## config.mk

```make
export PLATFORM = sky130hd
export DESIGN_NAME = ps2_keyboard_receiver
export DESIGN_NICKNAME = d
export VERILOG_FILES = /design/src/rtl/ps2_pkg.sv /design/src/rtl/ps2_input_filter.sv /design/src/rtl/ps2_keyboard_receiver.sv
export SDC_FILE = /design/constraint.sdc
export NUM_CORES = 1
export LEC_CHECK = 0
export ABC_AREA = 0
export BUFFER_PORTS_ARGS = -buffer_cell sky130_fd_sc_hd__buf_4
export CORE_MARGIN = 1
export CORE_UTILIZATION = 54
export CTS_CLUSTER_SIZE = 16
export DETAILED_ROUTE_END_ITERATION = 8
export PLACE_DENSITY_LB_ADDON = 0.05
export SLEW_MARGIN = 20
export SYNTH_ARGS = -nofsm -noshare
export SYNTH_HDL_FRONTEND = slang
export SYNTH_SLANG_ARGS = --single-unit
export TNS_END_PERCENT = 20
```

## constraint.sdc

```tcl
create_clock -name clock -period 2 [get_ports clock]
set_clock_uncertainty 0.15 [all_clocks]
set_input_delay 0 -clock clock [delete_from_list [all_inputs] [get_ports clock]]
set_output_delay 0 -clock clock [all_outputs]
set_load 0.05 [all_outputs]
```

## src/rtl/ps2_pkg.sv

```systemverilog
// ps2_pkg: shared frame states, frame length and parity helper for the PS/2 receiver
package ps2_pkg;
  typedef enum logic [1:0] {IDLE, DATA, PARITY, STOP} ps2_state_t;
  localparam int PS2_FRAME_BITS = 11;
  function automatic logic odd_parity(input logic [7:0] b);
    return ~^b;
  endfunction
endpackage

```

## src/rtl/ps2_input_filter.sv

```systemverilog
// ps2_input_filter: 2-FF synchroniser plus run-length filter for one PS/2 pin
module ps2_input_filter #(
  parameter int FILTER_CYCLES = 4
) (
  input  logic i_clock,
  input  logic i_reset,
  input  logic i_pin,
  output logic o_level,
  output logic o_fall
);
  logic [1:0] r_sync;
  logic [3:0] r_count;
  always_ff @(posedge i_clock or posedge i_reset) begin
    if (i_reset) begin
      r_sync  <= 2'b11;
      r_count <= '0;
      o_level <= 1'b1;
      o_fall  <= 1'b0;
    end else begin
      r_sync <= {r_sync[0], i_pin};
      o_fall <= 1'b0;
      if (r_sync[1] == o_level) r_count <= '0;
      else if (r_count == 4'(FILTER_CYCLES - 1)) begin
        o_level <= r_sync[1];
        o_fall  <= ~r_sync[1];
        r_count <= '0;
      end else r_count <= r_count + 4'd1;
    end
  end
endmodule

```

## src/rtl/ps2_keyboard_receiver.sv

```systemverilog
// ps2_keyboard_receiver: PS/2 frame deserialiser with scancode latch, IRQ1 and clock inhibit
module ps2_keyboard_receiver
  import ps2_pkg::*;
#(
  parameter int FILTER_CYCLES  = 4,
  parameter int TIMEOUT_CYCLES = 50000
) (
  input  logic       clock,
  input  logic       reset,
  input  logic       ps2_clock,
  input  logic       ps2_data,
  input  logic       clear_keycode,
  input  logic       clock_enable_n,
  output logic [7:0] scancode,
  output logic       irq,
  output logic       ps2_clock_drive_low,
  output logic       frame_error
);
  localparam int TW        = $clog2(TIMEOUT_CYCLES + 1);
  localparam int DATA_BITS = PS2_FRAME_BITS - 3;
  ps2_state_t r_state, w_next;
  logic [2:0]    r_bit_count;
  logic [7:0]    r_shift;
  logic          r_parity;
  logic [TW-1:0] r_timer;
  logic w_fall, w_data, w_unused_clock_level, w_unused_data_fall;
  logic w_timeout, w_done, w_valid;

  ps2_input_filter #(.FILTER_CYCLES(FILTER_CYCLES)) u_clock_filter (
    .i_clock(clock), .i_reset(reset), .i_pin(ps2_clock),
    .o_level(w_unused_clock_level), .o_fall(w_fall)
  );
  ps2_input_filter #(.FILTER_CYCLES(FILTER_CYCLES)) u_data_filter (
    .i_clock(clock), .i_reset(reset), .i_pin(ps2_data),
    .o_level(w_data), .o_fall(w_unused_data_fall)
  );

  assign w_timeout = (r_state != IDLE) && !w_fall && !clock_enable_n && (r_timer == TW'(TIMEOUT_CYCLES));
  assign w_done    = (r_state == STOP) && w_fall && !clock_enable_n;
  assign w_valid   = w_done && w_data && (r_parity == odd_parity(r_shift));
  assign ps2_clock_drive_low = irq | clock_enable_n;

  always_comb begin
    w_next = r_state;
    case (r_state)
      IDLE:   if (w_fall && !w_data) w_next = DATA;
      DATA:   if (w_fall && r_bit_count == 3'(DATA_BITS - 1)) w_next = PARITY;
      PARITY: if (w_fall) w_next = STOP;
      STOP:   if (w_fall) w_next = IDLE;
    endcase
    if (w_timeout || clock_enable_n) w_next = IDLE;
  end

  always_ff @(posedge clock or posedge reset)
    if (reset) r_state <= IDLE;
    else r_state <= w_next;

  always_ff @(posedge clock or posedge reset) begin
    if (reset) begin
      r_bit_count <= '0;
      r_shift     <= '0;
      r_parity    <= 1'b0;
      r_timer     <= '0;
      scancode    <= '0;
      irq         <= 1'b0;
      frame_error <= 1'b0;
    end else begin
      r_timer <= (r_state == IDLE || w_fall) ? '0 : r_timer + TW'(1);
      if (w_fall && r_state == IDLE) r_bit_count <= '0;
      if (w_fall && r_state == DATA) begin
        r_shift     <= {w_data, r_shift[7:1]};
        r_bit_count <= r_bit_count + 3'd1;
      end
      if (w_fall && r_state == PARITY) r_parity <= w_data;
      // clear wins over a frame finishing in the same cycle
      if (clear_keycode) begin
        scancode    <= '0;
        irq         <= 1'b0;
        frame_error <= 1'b0;
      end else begin
        if (w_valid && !irq) begin
          scancode <= r_shift;
          irq      <= 1'b1;
        end
        if ((w_done && (!w_valid || irq)) || w_timeout) frame_error <= 1'b1;
      end
    end
  end
endmodule

```

==> results.txt <==
----------------------------------------------------
[Die]
  Die Area ... 5182 µm²
  Placeable core region ... 4723 µm²
  Initial core utilization ... 56.00%
  Site row count ... 25
  Vertical die dimension ... 71.99 µm
  Die width ... 71.99 µm
  Boundary Pins ... 17

[Global routing]
  Via count of the first global-routing pass ... 1795
  GRT Total Usage ... 19.78%
  Grt ovf ... 0
  Global-route wire length before repair ... 7.935 mm
  Initial antenna violation count ... 0
  Largest net degree at the start of global routing ... 32

[STA]
  Slew @ Worst Pin ... 0.5523 ns
  Final Cycle Share ... 97.40%
  Final number of max-transition violations ... 0
  Final critical path time including I/O delays and setup ... 1.948 ns
  Slew headroom ... 63.12%
  Number of setup violations in the final report ... 0
  Final-report hold violation count ... 0
  Unrepaired setup endpoints after global routing ... true
  Maximum frequency from static timing analysis ... 513.3 MHz
  Worst-case hold slack ... 0.1465 ns

[Place]
  Number of buffers inserted by port buffering ... 16
  Count of placed standard cells including taps ... 314
  Gp weighted congestion ... 0.8698
  Half-perimeter wire length of the detailed placement result ... 3.349 mm
  Total placed instance area ... 2903 µm²

[Yosys]
  Summed instance area of the synthesized netlist ... 2645 µm²
  Share of the yosys chip area belonging to registers ... 52.32%
  Primary flip-flop cell chosen by synthesis mapping ... sky130_fd_sc_hd__dfrtp_1
  Number of enable-type register cells in the synthesized netlist ... 0
  #FFs+latches synth ... 55
  Unique masters post-synth ... 41
  Synth Net Count ... 247
  Post-synth ARST share ... 100.0%
  Average cell area after synthesis ... 11.45 µm²
  Gate count after technology mapping ... 231
  YS warnings ... 0

[Final layout]
  Commonest cells after routing, fill and taps aside ... 49 x sky130_fd_sc_hd__dfrtp_1, 25 x sky130_fd_sc_hd__buf_4, 19 x sky130_fd_sc_hd__nor2_1
  Ratio of cells with drive above 1 in the final layout ... 22.43%
  Utilization after layout ... 65.91%
  Number of non-filler instances in the completed layout ... 330
  Nets ... 278
  Post-Layout Inst Area ... 3113 µm²
  Relative area change from synthesis to final layout ... 17.69%
  # diodes ... 0
  Most common cell after layout, fill and taps aside ... sky130_fd_sc_hd__dfrtp_1

[Routing]
  Wire per inst ... 13.96 µm
  Post-Route WL ... 4.606 mm
  Number of vias per cell after detailed routing ... 5.336
  DRC ... 0
  First-iteration detailed-routing DRC count ... 54
  DR pass1 iterations ... 6
  Vias after detailed routing ... 1761
  Post-route antenna net violation count ... 0

[Critical path]
  Data required time of the critical path ... 2.08 ns
  Arr. time, crit path ... 2.03 ns
  Count of cells along the worst register-to-register path ... 6
  Reg-to-reg critical path startpoint ... r_state[1]
  Maximum fanout count along the critical path ... 9
  Reg2reg end ... scancode[0]
  FF-to-FF setup slack ... 0.05 ns
  Critical Path End Type ... flop
  Kind of critical path ... reg2reg
  Kind of start point of the critical path ... flop

[Power]
  Pwr per Cell Area ... 751.4 nW/µm²
  Worst vdd ir ... 0.7783 mV
  Post-layout power ... 2.339 mW
  Leak Pwr ... 1.400 nW

[Clock tree]
  Clk Latency, worst-skew pair ... 0.31 ns
  Clock tree from TritonCTS ... built
  Clock root cell ... sky130_fd_sc_hd__clkbuf_8
  Maximum number of buffers from clock root to sink ... 2
  Total clock sinks ... 55
  TritonCTS buffer count ... 5
  Clock edge transition at the registers on the reported setup and hold paths ... 0.10 ns
  Number of H-tree levels ... 2

[Status]
  Outcome ... finished clean

[Min path]
  Worst min path class ... in2async

[Flow run]
  Max-Cap Viols ... 0

----------------------------------------------------
[power breakdown]
part	internal, mW	total, mW	leakage (nW)	switching, mW
combinational	0.122	0.257	0.593	0.135
clock	0.499	0.850	0.0644	0.351
sequential	1.19	1.23	0.743	0.0416
total	1.81	2.34	1.40	0.527
[layer usage]
layer	track usage, %	wire length, µm
met3	4.167	118
met2	35.43	2332
met5	0	0
met1	23.80	2082
met4	6.536	72
[registers in the layout, indices dropped and copies added, names as in the netlist]
register,count
u_clock_filter.r_sync,2
u_data_filter.o_level,1
u_clock_filter.r_count,4
r_parity,1
scancode,8
u_clock_filter.o_level,1
r_shift,8
r_bit_count,3
r_timer,16
u_data_filter.r_count,4
frame_error,1
r_state,2
irq,1
u_data_filter.r_sync,2
u_clock_filter.o_fall,1
[logic make-up after synthesis]
logic type | share of synthesized area (%)
compound gates | 4.210
xor+xnor | 7.994
fa+ha+maj | 4.730
buf+inv | 2.318
flops | 52.32
mux | 9.366
simple gates | 19.06
[worst max-delay path by stage]
stage | start | to | slack (ns) | cells after the start
finish | r_state[1] | scancode[0] | 0.05 | 6
global route | r_state[1] | scancode[0] | -0.03 | 6
CTS | r_state[1] | scancode[0] | 0.02 | 6
detailed placement | r_state[0] | scancode[0] | 0.03 | 6
global placement | r_state[0] | scancode[3] | 0.12 | 6
floorplan | r_state[0] | scancode[0] | 0.07 | 5
[through the flow]
step	TNS [ns]	worst slack [ns]
3_3_place_gp	0	0.1243
2_1_floorplan	0	0.06618
4_1_cts	0	0.01841
3_5_place_dp	0	0.03361
5_1_grt	-0.1233	-0.03296
6_report	0	0.05200
[cell type report]
cell class | count | area [µm²]
fill | 374 | 1610
clock buffer | 5 | 68.82
inverter | 8 | 30.03
timing repair buffer | 32 | 277.8
clock inverter | 3 | 67.56
sequential | 55 | 1384
tap | 67 | 83.83
multi-input combinational | 160 | 1201
[timing repair]
action                                 CTS  global route
setup endpoints to repair                0             8
buffers inserted                         0             3
endpoints found under the hold margin   69             0
hold buffers                             5             0
gates resized for setup                  0             1
[Yosys cell counts (2+ instances only)]
master / number / area share [%]
sky130_fd_sc_hd__a21oi_1: 6 / 1.1
sky130_fd_sc_hd__nor3_1: 2 / 0.38
sky130_fd_sc_hd__o22ai_1: 2 / 0.47
sky130_fd_sc_hd__or2_2: 2 / 0.47
sky130_fd_sc_hd__and4_1: 2 / 0.66
sky130_fd_sc_hd__mux2i_1: 9 / 3.4
sky130_fd_sc_hd__and3_1: 4 / 0.95
sky130_fd_sc_hd__or3_1: 3 / 0.71
sky130_fd_sc_hd__nand3_1: 7 / 1.3
sky130_fd_sc_hd__nand2b_1: 18 / 4.3
sky130_fd_sc_hd__and2_1: 2 / 0.47
sky130_fd_sc_hd__inv_1: 8 / 1.1
sky130_fd_sc_hd__xnor2_1: 7 / 2.3
sky130_fd_sc_hd__xor2_1: 12 / 4.0
sky130_fd_sc_hd__a32o_1: 2 / 0.76
sky130_fd_sc_hd__nor4_1: 2 / 0.47
sky130_fd_sc_hd__nand2_1: 9 / 1.3
sky130_fd_sc_hd__dfrtp_1: 49 / 46
sky130_fd_sc_hd__ha_1: 10 / 4.7
sky130_fd_sc_hd__o21ai_0: 5 / 0.95
sky130_fd_sc_hd__nor3b_1: 2 / 0.57
sky130_fd_sc_hd__nor2b_1: 3 / 0.71
sky130_fd_sc_hd__clkbuf_1: 7 / 0.99
sky130_fd_sc_hd__dfstp_2: 6 / 6.0
sky130_fd_sc_hd__xnor3_1: 2 / 1.7
sky130_fd_sc_hd__nor2_1: 19 / 2.7
sky130_fd_sc_hd__nand4_1: 6 / 1.4
sky130_fd_sc_hd__mux2_2: 12 / 5.1
[worst max-delay path, cell delays in order (launching register included)]
cell and delay (ns):
sky130_fd_sc_hd__dfrtp_1 0.41, sky130_fd_sc_hd__ha_1 0.18, sky130_fd_sc_hd__and4b_1 0.22, sky130_fd_sc_hd__or3b_4 0.40, sky130_fd_sc_hd__mux2i_4 0.17, sky130_fd_sc_hd__buf_12 0.16
sky130_fd_sc_hd__mux2i_1 0.19
Power figures use the tool's default switching activity.
